<file path="config.mk">
export PLATFORM = sky130hd
export DESIGN_NAME = game_ctrl
export DESIGN_NICKNAME = d
export VERILOG_FILES = /design/src/rtl/game_ctrl.sv
export SDC_FILE = /design/constraint.sdc
export NUM_CORES = 1
export LEC_CHECK = 0
export BUFFER_PORTS_ARGS = -buffer_cell sky130_fd_sc_hd__buf_2
export CORE_MARGIN = 5
export CORE_UTILIZATION = 30
export DETAILED_ROUTE_END_ITERATION = 10
export GPL_ROUTABILITY_DRIVEN = 0
export HOLD_SLACK_MARGIN = 0.08
export PLACE_DENSITY = 0.58
export SYNTH_ARGS = -nofsm -noshare
export SYNTH_HDL_FRONTEND = slang
export SYNTH_SLANG_ARGS = --single-unit
</file>
<file path="constraint.sdc">
create_clock -name clk -period 2.6 [get_ports clk]
set_input_delay 0.39 -clock clk [delete_from_list [all_inputs] [get_ports clk]]
set_output_delay 0.39 -clock clk [all_outputs]
set_load 0.01 [all_outputs]
</file>
<file path="src/rtl/game_ctrl.sv">
// Whac-A-Mole top-level sequencer: button debouncing, game state machine, second timer, best score.
// Latency: a clean button edge becomes a press pulse 2+DEBOUNCE_CYCLES+1 edges after first sample; state follows one edge later.
// No flow control: presses that mean nothing in the current state are dropped, never queued.
module game_ctrl #(
  parameter int TICK_DIV          = 100_000_000,
  parameter int DEBOUNCE_CYCLES   = 1_000_000,
  parameter int GAME_SECONDS      = 60,
  parameter int COUNTDOWN_SECONDS = 3
) (
  input  logic       clk,
  input  logic       rst_n,
  input  logic       start_btn,
  input  logic       pause_btn,
  input  logic       scorezero,
  input  logic [8:0] score,
  output logic [4:0] state,
  output logic       logic_rst,
  output logic [6:0] time_left,
  output logic [1:0] countdown,
  output logic [7:0] best_score,
  output logic       game_over
);

  // Counter widths; the debounce counter must hold DEBOUNCE_CYCLES-1 even when that is 0.
  localparam int TW = (TICK_DIV > 1) ? $clog2(TICK_DIV) : 1;
  localparam int DW = (DEBOUNCE_CYCLES > 1) ? $clog2(DEBOUNCE_CYCLES) : 1;
  localparam logic [TW-1:0] TICK_MAX = TW'(TICK_DIV - 1);
  localparam logic [DW-1:0] DEB_MAX  = DW'(DEBOUNCE_CYCLES - 1);

  typedef enum logic [4:0] {
    S_IDLE      = 5'd0,
    S_SETUP     = 5'd1,
    S_COUNTDOWN = 5'd2,
    S_PLAY      = 5'd3,
    S_PAUSE     = 5'd4,
    S_OVER      = 5'd5
  } state_t;

  state_t state_q;

  // Bit 0 is the start button, bit 1 the pause button.
  logic [1:0]         btn_raw;
  logic [1:0]         sync1;
  logic [1:0]         sync2;
  logic [1:0]         deb;
  logic [1:0]         deb_d;
  logic [1:0]         press;
  logic [1:0][DW-1:0] deb_cnt;

  logic          start_press;
  logic          pause_press;
  logic [TW-1:0] tick_cnt;
  logic          sec_tick;

  // Score bit 8 is a sign/overflow bit from gamelogic that the best-score path does not use.
  logic score_unused;

  assign btn_raw      = {pause_btn, start_btn};
  assign start_press  = press[0];
  assign pause_press  = press[1];
  assign sec_tick     = (tick_cnt == TICK_MAX);
  assign state        = state_q;
  assign score_unused = score[8];

  // Per-button synchronizer, debounce counter and rising-edge press pulse.
  // The debounced level only moves after the synchronized level has disagreed
  // with it for DEBOUNCE_CYCLES consecutive cycles; any agreement restarts the count.
  always_ff @(posedge clk or negedge rst_n) begin
    if (!rst_n) begin
      sync1   <= '0;
      sync2   <= '0;
      deb     <= '0;
      deb_d   <= '0;
      press   <= '0;
      deb_cnt <= '0;
    end else begin
      sync1 <= btn_raw;
      sync2 <= sync1;
      deb_d <= deb;
      press <= deb & ~deb_d;
      for (int b = 0; b < 2; b++) begin
        if (sync2[b] == deb[b]) begin
          deb_cnt[b] <= '0;
        end else if (deb_cnt[b] == DEB_MAX) begin
          deb_cnt[b] <= '0;
          deb[b]     <= sync2[b];
        end else begin
          deb_cnt[b] <= deb_cnt[b] + 1'b1;
        end
      end
    end
  end

  // Game state machine together with the second timer and all registered outputs.
  // The second timer free-runs in COUNTDOWN and PLAY, freezes in PAUSE so a resumed
  // round keeps its partial second, and is cleared everywhere else and on entry to PLAY
  // from COUNTDOWN so the first played second is a full one.
  always_ff @(posedge clk or negedge rst_n) begin
    if (!rst_n) begin
      state_q    <= S_IDLE;
      logic_rst  <= 1'b1;
      time_left  <= '0;
      countdown  <= '0;
      best_score <= '0;
      game_over  <= 1'b0;
      tick_cnt   <= '0;
    end else begin
      game_over <= 1'b0;
      case (state_q)
        S_IDLE: begin
          tick_cnt <= '0;
          if (start_press) begin
            state_q   <= S_SETUP;
            logic_rst <= 1'b0;
          end
        end

        S_SETUP: begin
          tick_cnt <= '0;
          if (start_press) begin
            state_q   <= S_COUNTDOWN;
            countdown <= 2'(COUNTDOWN_SECONDS);
          end
        end

        S_COUNTDOWN: begin
          if (sec_tick) begin
            tick_cnt <= '0;
            if (countdown == 2'd1) begin
              state_q   <= S_PLAY;
              time_left <= 7'(GAME_SECONDS);
            end else begin
              countdown <= countdown - 2'd1;
            end
          end else begin
            tick_cnt <= tick_cnt + 1'b1;
          end
        end

        S_PLAY: begin
          tick_cnt <= sec_tick ? '0 : tick_cnt + 1'b1;
          if (scorezero || (sec_tick && time_left == 7'd1)) begin
            // Game ends: flag it for one cycle and latch a new record if beaten.
            state_q   <= S_OVER;
            game_over <= 1'b1;
            if (sec_tick && time_left == 7'd1) begin
              time_left <= '0;
            end
            if (score[7:0] > best_score) begin
              best_score <= score[7:0];
            end
          end else begin
            if (pause_press) begin
              state_q <= S_PAUSE;
            end
            if (sec_tick) begin
              time_left <= time_left - 7'd1;
            end
          end
        end

        S_PAUSE: begin
          // Timer held; scorezero cannot end a paused round.
          if (pause_press) begin
            state_q <= S_PLAY;
          end
        end

        S_OVER: begin
          tick_cnt <= '0;
          if (start_press) begin
            state_q   <= S_IDLE;
            logic_rst <= 1'b1;
            time_left <= '0;
            countdown <= '0;
          end
        end

        default: begin
          // Unreachable encodings fall back to a clean IDLE.
          state_q   <= S_IDLE;
          logic_rst <= 1'b1;
          time_left <= '0;
          countdown <= '0;
          tick_cnt  <= '0;
        end
      endcase
    end
  end

endmodule

</file>
# [Word-level counts from Yosys, hierarchy flattened]
# Index checks and enable logic that the tools add are counted.
[word_totals] reg_bits=101 output_inout_bits=24 word_cells=96
[classes] eq_ne=22 bitwise_logic=7 n_addsub=5 magnitude_cmp=1 n_reduce_logical=14 n_mux=32
[op_table] operator="20-bit two-way mux" n=4
[op_table] operator="27-bit one-hot mux with 2 select lines" n=1
[op_table] operator="7-bit two-way mux" n=6
[op_table] operator="20-bit by 1-bit adder with 20-bit output (second input constant)" n=2
[op_table] operator="20-bit equality test (second input constant)" n=2
[op_table] operator="5-bit two-way mux" n=8
[op_table] operator="5-bit one-hot mux with 6 select lines" n=1
[op_table] operator="7-bit one-hot mux with 4 select lines" n=1
[op_table] operator="27-bit by 1-bit adder with 27-bit output (second input constant)" n=1
[op_table] operator="27-bit equality test (second input constant)" n=1
[op_table] operator="27-bit two-way mux" n=1
[op_table] operator="2-bit != test (second input constant)" n=7
[op_table] operator="5-bit by 2-bit equality test with 1-bit output (second input constant)" n=2
[op_table] operator="5-bit by 3-bit equality test with 1-bit output (second input constant)" n=2
[op_table] operator="3-bit != test (second input constant)" n=3
[op_table] operator="8-bit > comparator" n=1
[op_table] operator="2-bit two-way mux" n=4
[op_table] operator="2-bit one-hot mux with 4 select lines" n=1
[op_table] operator="7-bit by 1-bit equality test with 1-bit output (second input constant)" n=1
[op_table] operator="7-bit AND reduction" n=1
[op_table] operator="7-bit by 1-bit subtractor with 7-bit output (second input constant)" n=1
[op_table] operator="3-bit AND reduction" n=2
[op_table] operator="6-bit AND reduction" n=1
[op_table] operator="3-bit OR reduction" n=2
[op_table] operator="other kinds (16)" n=25

# [Longest topological paths before layout]
[depth] depth_word=5 ltp_mapped=8 ltp_nobuf=8

# [Worst setup path before layout]
# Ideal clock, no wire load.
[synth_path] kind="reg2reg" start="register tick_cnt[0]" end="register best_score[0]" stages_incl_launch_ff=8 setup_slack_ns=0.099 n_path_buf=0 t_arrival_ns=2.376 setup_time_ns=0.125 cell_sequence="dfrtp_1 ha_1 nand4_1 or3_4 nor4_4 o21a_1 nor3b_4 mux2_2"
[synth_via] elab_chain_len=4
[synth_lines] item="from (decl)" line_no="52" source="logic [TW-1:0] tick_cnt;"
[synth_lines] item="from (signal assigned)" line_no="136" source="tick_cnt <= tick_cnt + 1'b1;"
[synth_lines] item="from (signal assigned)" line_no="141" source="tick_cnt <= sec_tick ? '0 : tick_cnt + 1'b1;"
[synth_lines] item="27-bit equality test" line_no="61" source="assign sec_tick = (tick_cnt == TICK_MAX);"
[synth_lines] item="1-bit logical AND" line_no="142" source="if (scorezero || (sec_tick && time_left == 7'd1)) begin"
[synth_lines] item="1-bit logical OR" line_no="142"
[synth_lines] item="3-bit AND reduction (no source line)"
[synth_lines] item="to (signal assigned)" line_no="150" source="best_score <= score[7:0];"
[synth_lines] item="to (decl)" line_no="20" source="output logic [7:0] best_score,"
# Every way passes these cells.
# A chain may end at the register's enable or synchronous reset.

# [Worst setup path after layout]
[layout_path] start="register tick_cnt[0]" end="register best_score[5]"
# Same word-level chain as after synthesis.

==> results_dict.tcl <==
set metrics [dict create \
    first_pass_iters 4 \
    drtAntennaViolNets 0 \
    max_slew_margin 0.375 \
    drcViolationCount 0 \
    final.period_utilization 0.925 \
    r2r-end "best_score[5]$_DFFE_PN0P_" \
    tns_ps 0 \
    diodes 0 \
    reg2reg_slack_ps 190 \
    cp_num_buf_inv 1 \
    path_max_fanout 8 \
    slowest_delay_ps 400 \
    core_mm2 0.0166 \
    irDropWorstVdd_uv 365 \
    rows 47 \
    min_path_cells 1 \
    syn_to_final_growth_pct 16.7 \
    synth_top_area_cell "dfrtp_1" \
    cp.required_ps 2830 \
    hold_path_class "in -> reg" \
    critical_path_depth 8 \
    io_pins 38 \
    synth_flop_cell "dfrtp_1" \
    dpl_cell_area_mm2 0.00561 \
    async_reset_ff_frac 1.00 \
    rsz0062_at_grt "no" \
    drv_slew 0 \
    critPathKind "reg -> reg" \
    path_clk_slew_ps 60 \
    hold_end "sync1[1]$_DFF_PN0_" \
    clk-insertion-delay-late_ps 350 \
    synth_cell_types 54 \
    layout.area.seq_mm2 0.00248 \
    timing.rr.start "tick_cnt[0]$_DFFE_PN0N_" \
    grt_max_degree 55 \
    place_hpwl_um 7770 \
    ctsHtreeMaxLevel 3 \
    dieArea_mm2 0.0197 \
    track_usage 0.118 \
    fp.dieH_um 140 \
    netlist_area_mm2 0.00509 \
    numCtsBuffers 9 \
    setup_viol 0 \
    fin_skew_ps 7.38 \
    finalWirelength_um 10900 \
    maxCapViolCount 0 \
    synthSimpleGateAreaFrac 0.235 \
    cp.arrival_ps 2630 \
    fillerInstances 1644 \
    outcome "finished clean" \
    antenna_found_initial 0 \
    cts.sinks 99 \
    synth.top_cells.by_area "dfrtp_1, xor2_1, nor2_1, o21ai_0, ha_1" \
    yosysWarningCount 0 \
    initial_core_util 0.306 \
    first_global_vias 3990 \
    synth_cells 534 \
    syn_area_per_cell_um2 9.54 \
    synth_seq_area_share 0.487 \
    startpoint_type "flip-flop" \
    min_from "pause_btn" \
    synthAdderAreaFrac 0.0344 \
    post-synth-top-count-cell "dfrtp_1" \
    cp-end-kind "flip-flop" \
    port-buffer-count 34 \
    worstMarginPinSlew_ps 934 \
    vias 3994 \
    synth_top_family_by_area "simple AND/OR/NAND/NOR gates" \
    period_needed_ps 2410 \
    cts.root.buffer_cell "clkbuf_16" \
    p_leak_nw 2.60 \
    timing.fmax_mhz 416 \
    drive_above_1_share 0.148 \
    cts_tree "built" \
    synthMuxAreaShare 0.0327 \
    path_delay_family "simple AND/OR/NAND/NOR gates" \
    critPathSlowestCell "or3_4" \
    synth_top_area_frac 0.481 \
    synth-edff-count 0 \
    multi_input_area_mm2 0.00247 \
    design_area_mm2 0.00595 \
    via_per_inst 4.95 \
    synthTopCellsByCount "dfrtp_1, nor2_1, nand2_1" \
    ff2ff_path_depth 8 \
    powerDensity_mw_per_mm2 504 \
    grt_overflow 0 \
    nets 610 \
    grt_pass1_wl_um 19300 \
    synth-xor-area-share 0.0808 \
    synth_compound_gate_area_share 0.101 \
    drtIter0Drc 213 \
    final_util 0.357 \
    hold_viol 0 \
    die_w_um 140 \
    synth_seq_cells 99 \
    clockBufferDepth 2 \
    wl_per_cell_um 13.5 \
    crit_chain "ha_1, nand4_1, or3_4, nor4_4, o21a_1, nor3b_4, buf_12, mux2_1" \
]
[repair_timing]
action / in CTS / in global routing
hold buffers: 1 / 0
resized for setup: 0 / 0
setup endpoints to repair: 0 / 8
endpoints found under the hold margin: 43 / 0
setup buffers: 0 / 1
[metrics by stage]
| stage | std cells | power (mW) | setup WS (ps) | hold slack (ps) |
|---|---|---|---|---|
| after CTS | 806 | 3.06 | 53.5 | 128 |
| after global routing | 807 | 3.14 | 11.2 | 131 |
| after global placement | 789 | 1.68 | 112 | 338 |
| after floorplan | 535 | 1.62 | 99.1 | 94.4 |
| final | 807 | 3.00 | 195 | 145 |
| after detailed placement | 789 | 1.68 | 64.4 | 336 |
[cell usage in the layout, fill, tap and decap left out, drive strengths merged, types with 6 or more instances in the layout]
master	synthesis	layout
dfrtp	98	98
nor2	76	76
buf	3	52
nand2	41	41
o21ai	36	36
nand3	33	33
xor2	33	33
a21oi	22	22
nand4	20	20
inv	19	20
xnor2	14	14
ha	14	14
mux2	13	13
and3	12	12
nor4	12	12
clkbuf	14	11
nor2b	8	8
and2	6	6
a31oi	6	6
[routing by layer]
| metal | GRT usage | part of all wire |
|---|---|---|
| met5 | 0 | 0 |
| met4 | 0.0331 | 0.012 |
| met3 | 0.0375 | 0.038 |
| met2 | 0.198 | 0.49 |
| met1 | 0.147 | 0.46 |
[area by class of cell]
type | instances | area share
Sequential cell | 99 | 0.417
Multi-Input combinational cell | 400 | 0.416
Timing Repair Buffer | 53 | 0.0577
Tap cell | 220 | 0.0463
Clock buffer | 11 | 0.0408
Inverter | 19 | 0.0120
Clock inverter | 5 | 0.0101
[report_power, final]
group / total (mW) / leakage [nW] / switching (mW) / internal, mW
registers: 1.56 / 1.36 / 0.00830 / 1.55
logic: 0.0885 / 1.10 / 0.0605 / 0.0281
clock network: 1.35 / 0.146 / 0.576 / 0.776
[sequential cells by signal, indices dropped and copies added, names as in the netlist, 2 cells and up]
signal and cells:
state 3, sync1 2, deb_d 2, countdown 2
deb 2, best_score 8, press 2, sync2 2
time_left 7, deb_cnt 40, tick_cnt 27
[logic make-up after synthesis]
kind of cell	count (synthesis)
AOI/OAI and AO/OA	87
DFF	99
muxes	15
buffers and inverters	36
adders and majority gates	14
other	1
and+or+nand+nor	235
xor gates and xnor gates	47
[worst max-delay path by stage]
stage / end / slack [ps] / from
final: best_score[5]$_DFFE_PN0P_ / 190 / tick_cnt[0]$_DFFE_PN0N_
after floorplan: best_score[0]$_DFFE_PN0P_ / 100 / tick_cnt[0]$_DFFE_PN0N_
after detailed placement: best_score[7]$_DFFE_PN0P_ / 60 / tick_cnt[1]$_DFFE_PN0N_
after global routing: best_score[2]$_DFFE_PN0P_ / 10 / tick_cnt[0]$_DFFE_PN0N_
after CTS: best_score[4]$_DFFE_PN0P_ / 50 / tick_cnt[1]$_DFFE_PN0N_
after global placement: best_score[1]$_DFFE_PN0P_ / 110 / tick_cnt[0]$_DFFE_PN0N_
[worst register-to-register path: stages (launching register included)]
cell	delay, ps
dfrtp_1	350
ha_1	170
nand4_1	170
or3_4	400
nor4_4	280
o21a_1	210
nor3b_4	240
buf_12	150
mux2_1	320
Note: power is estimated with default switching activity, not from simulation.
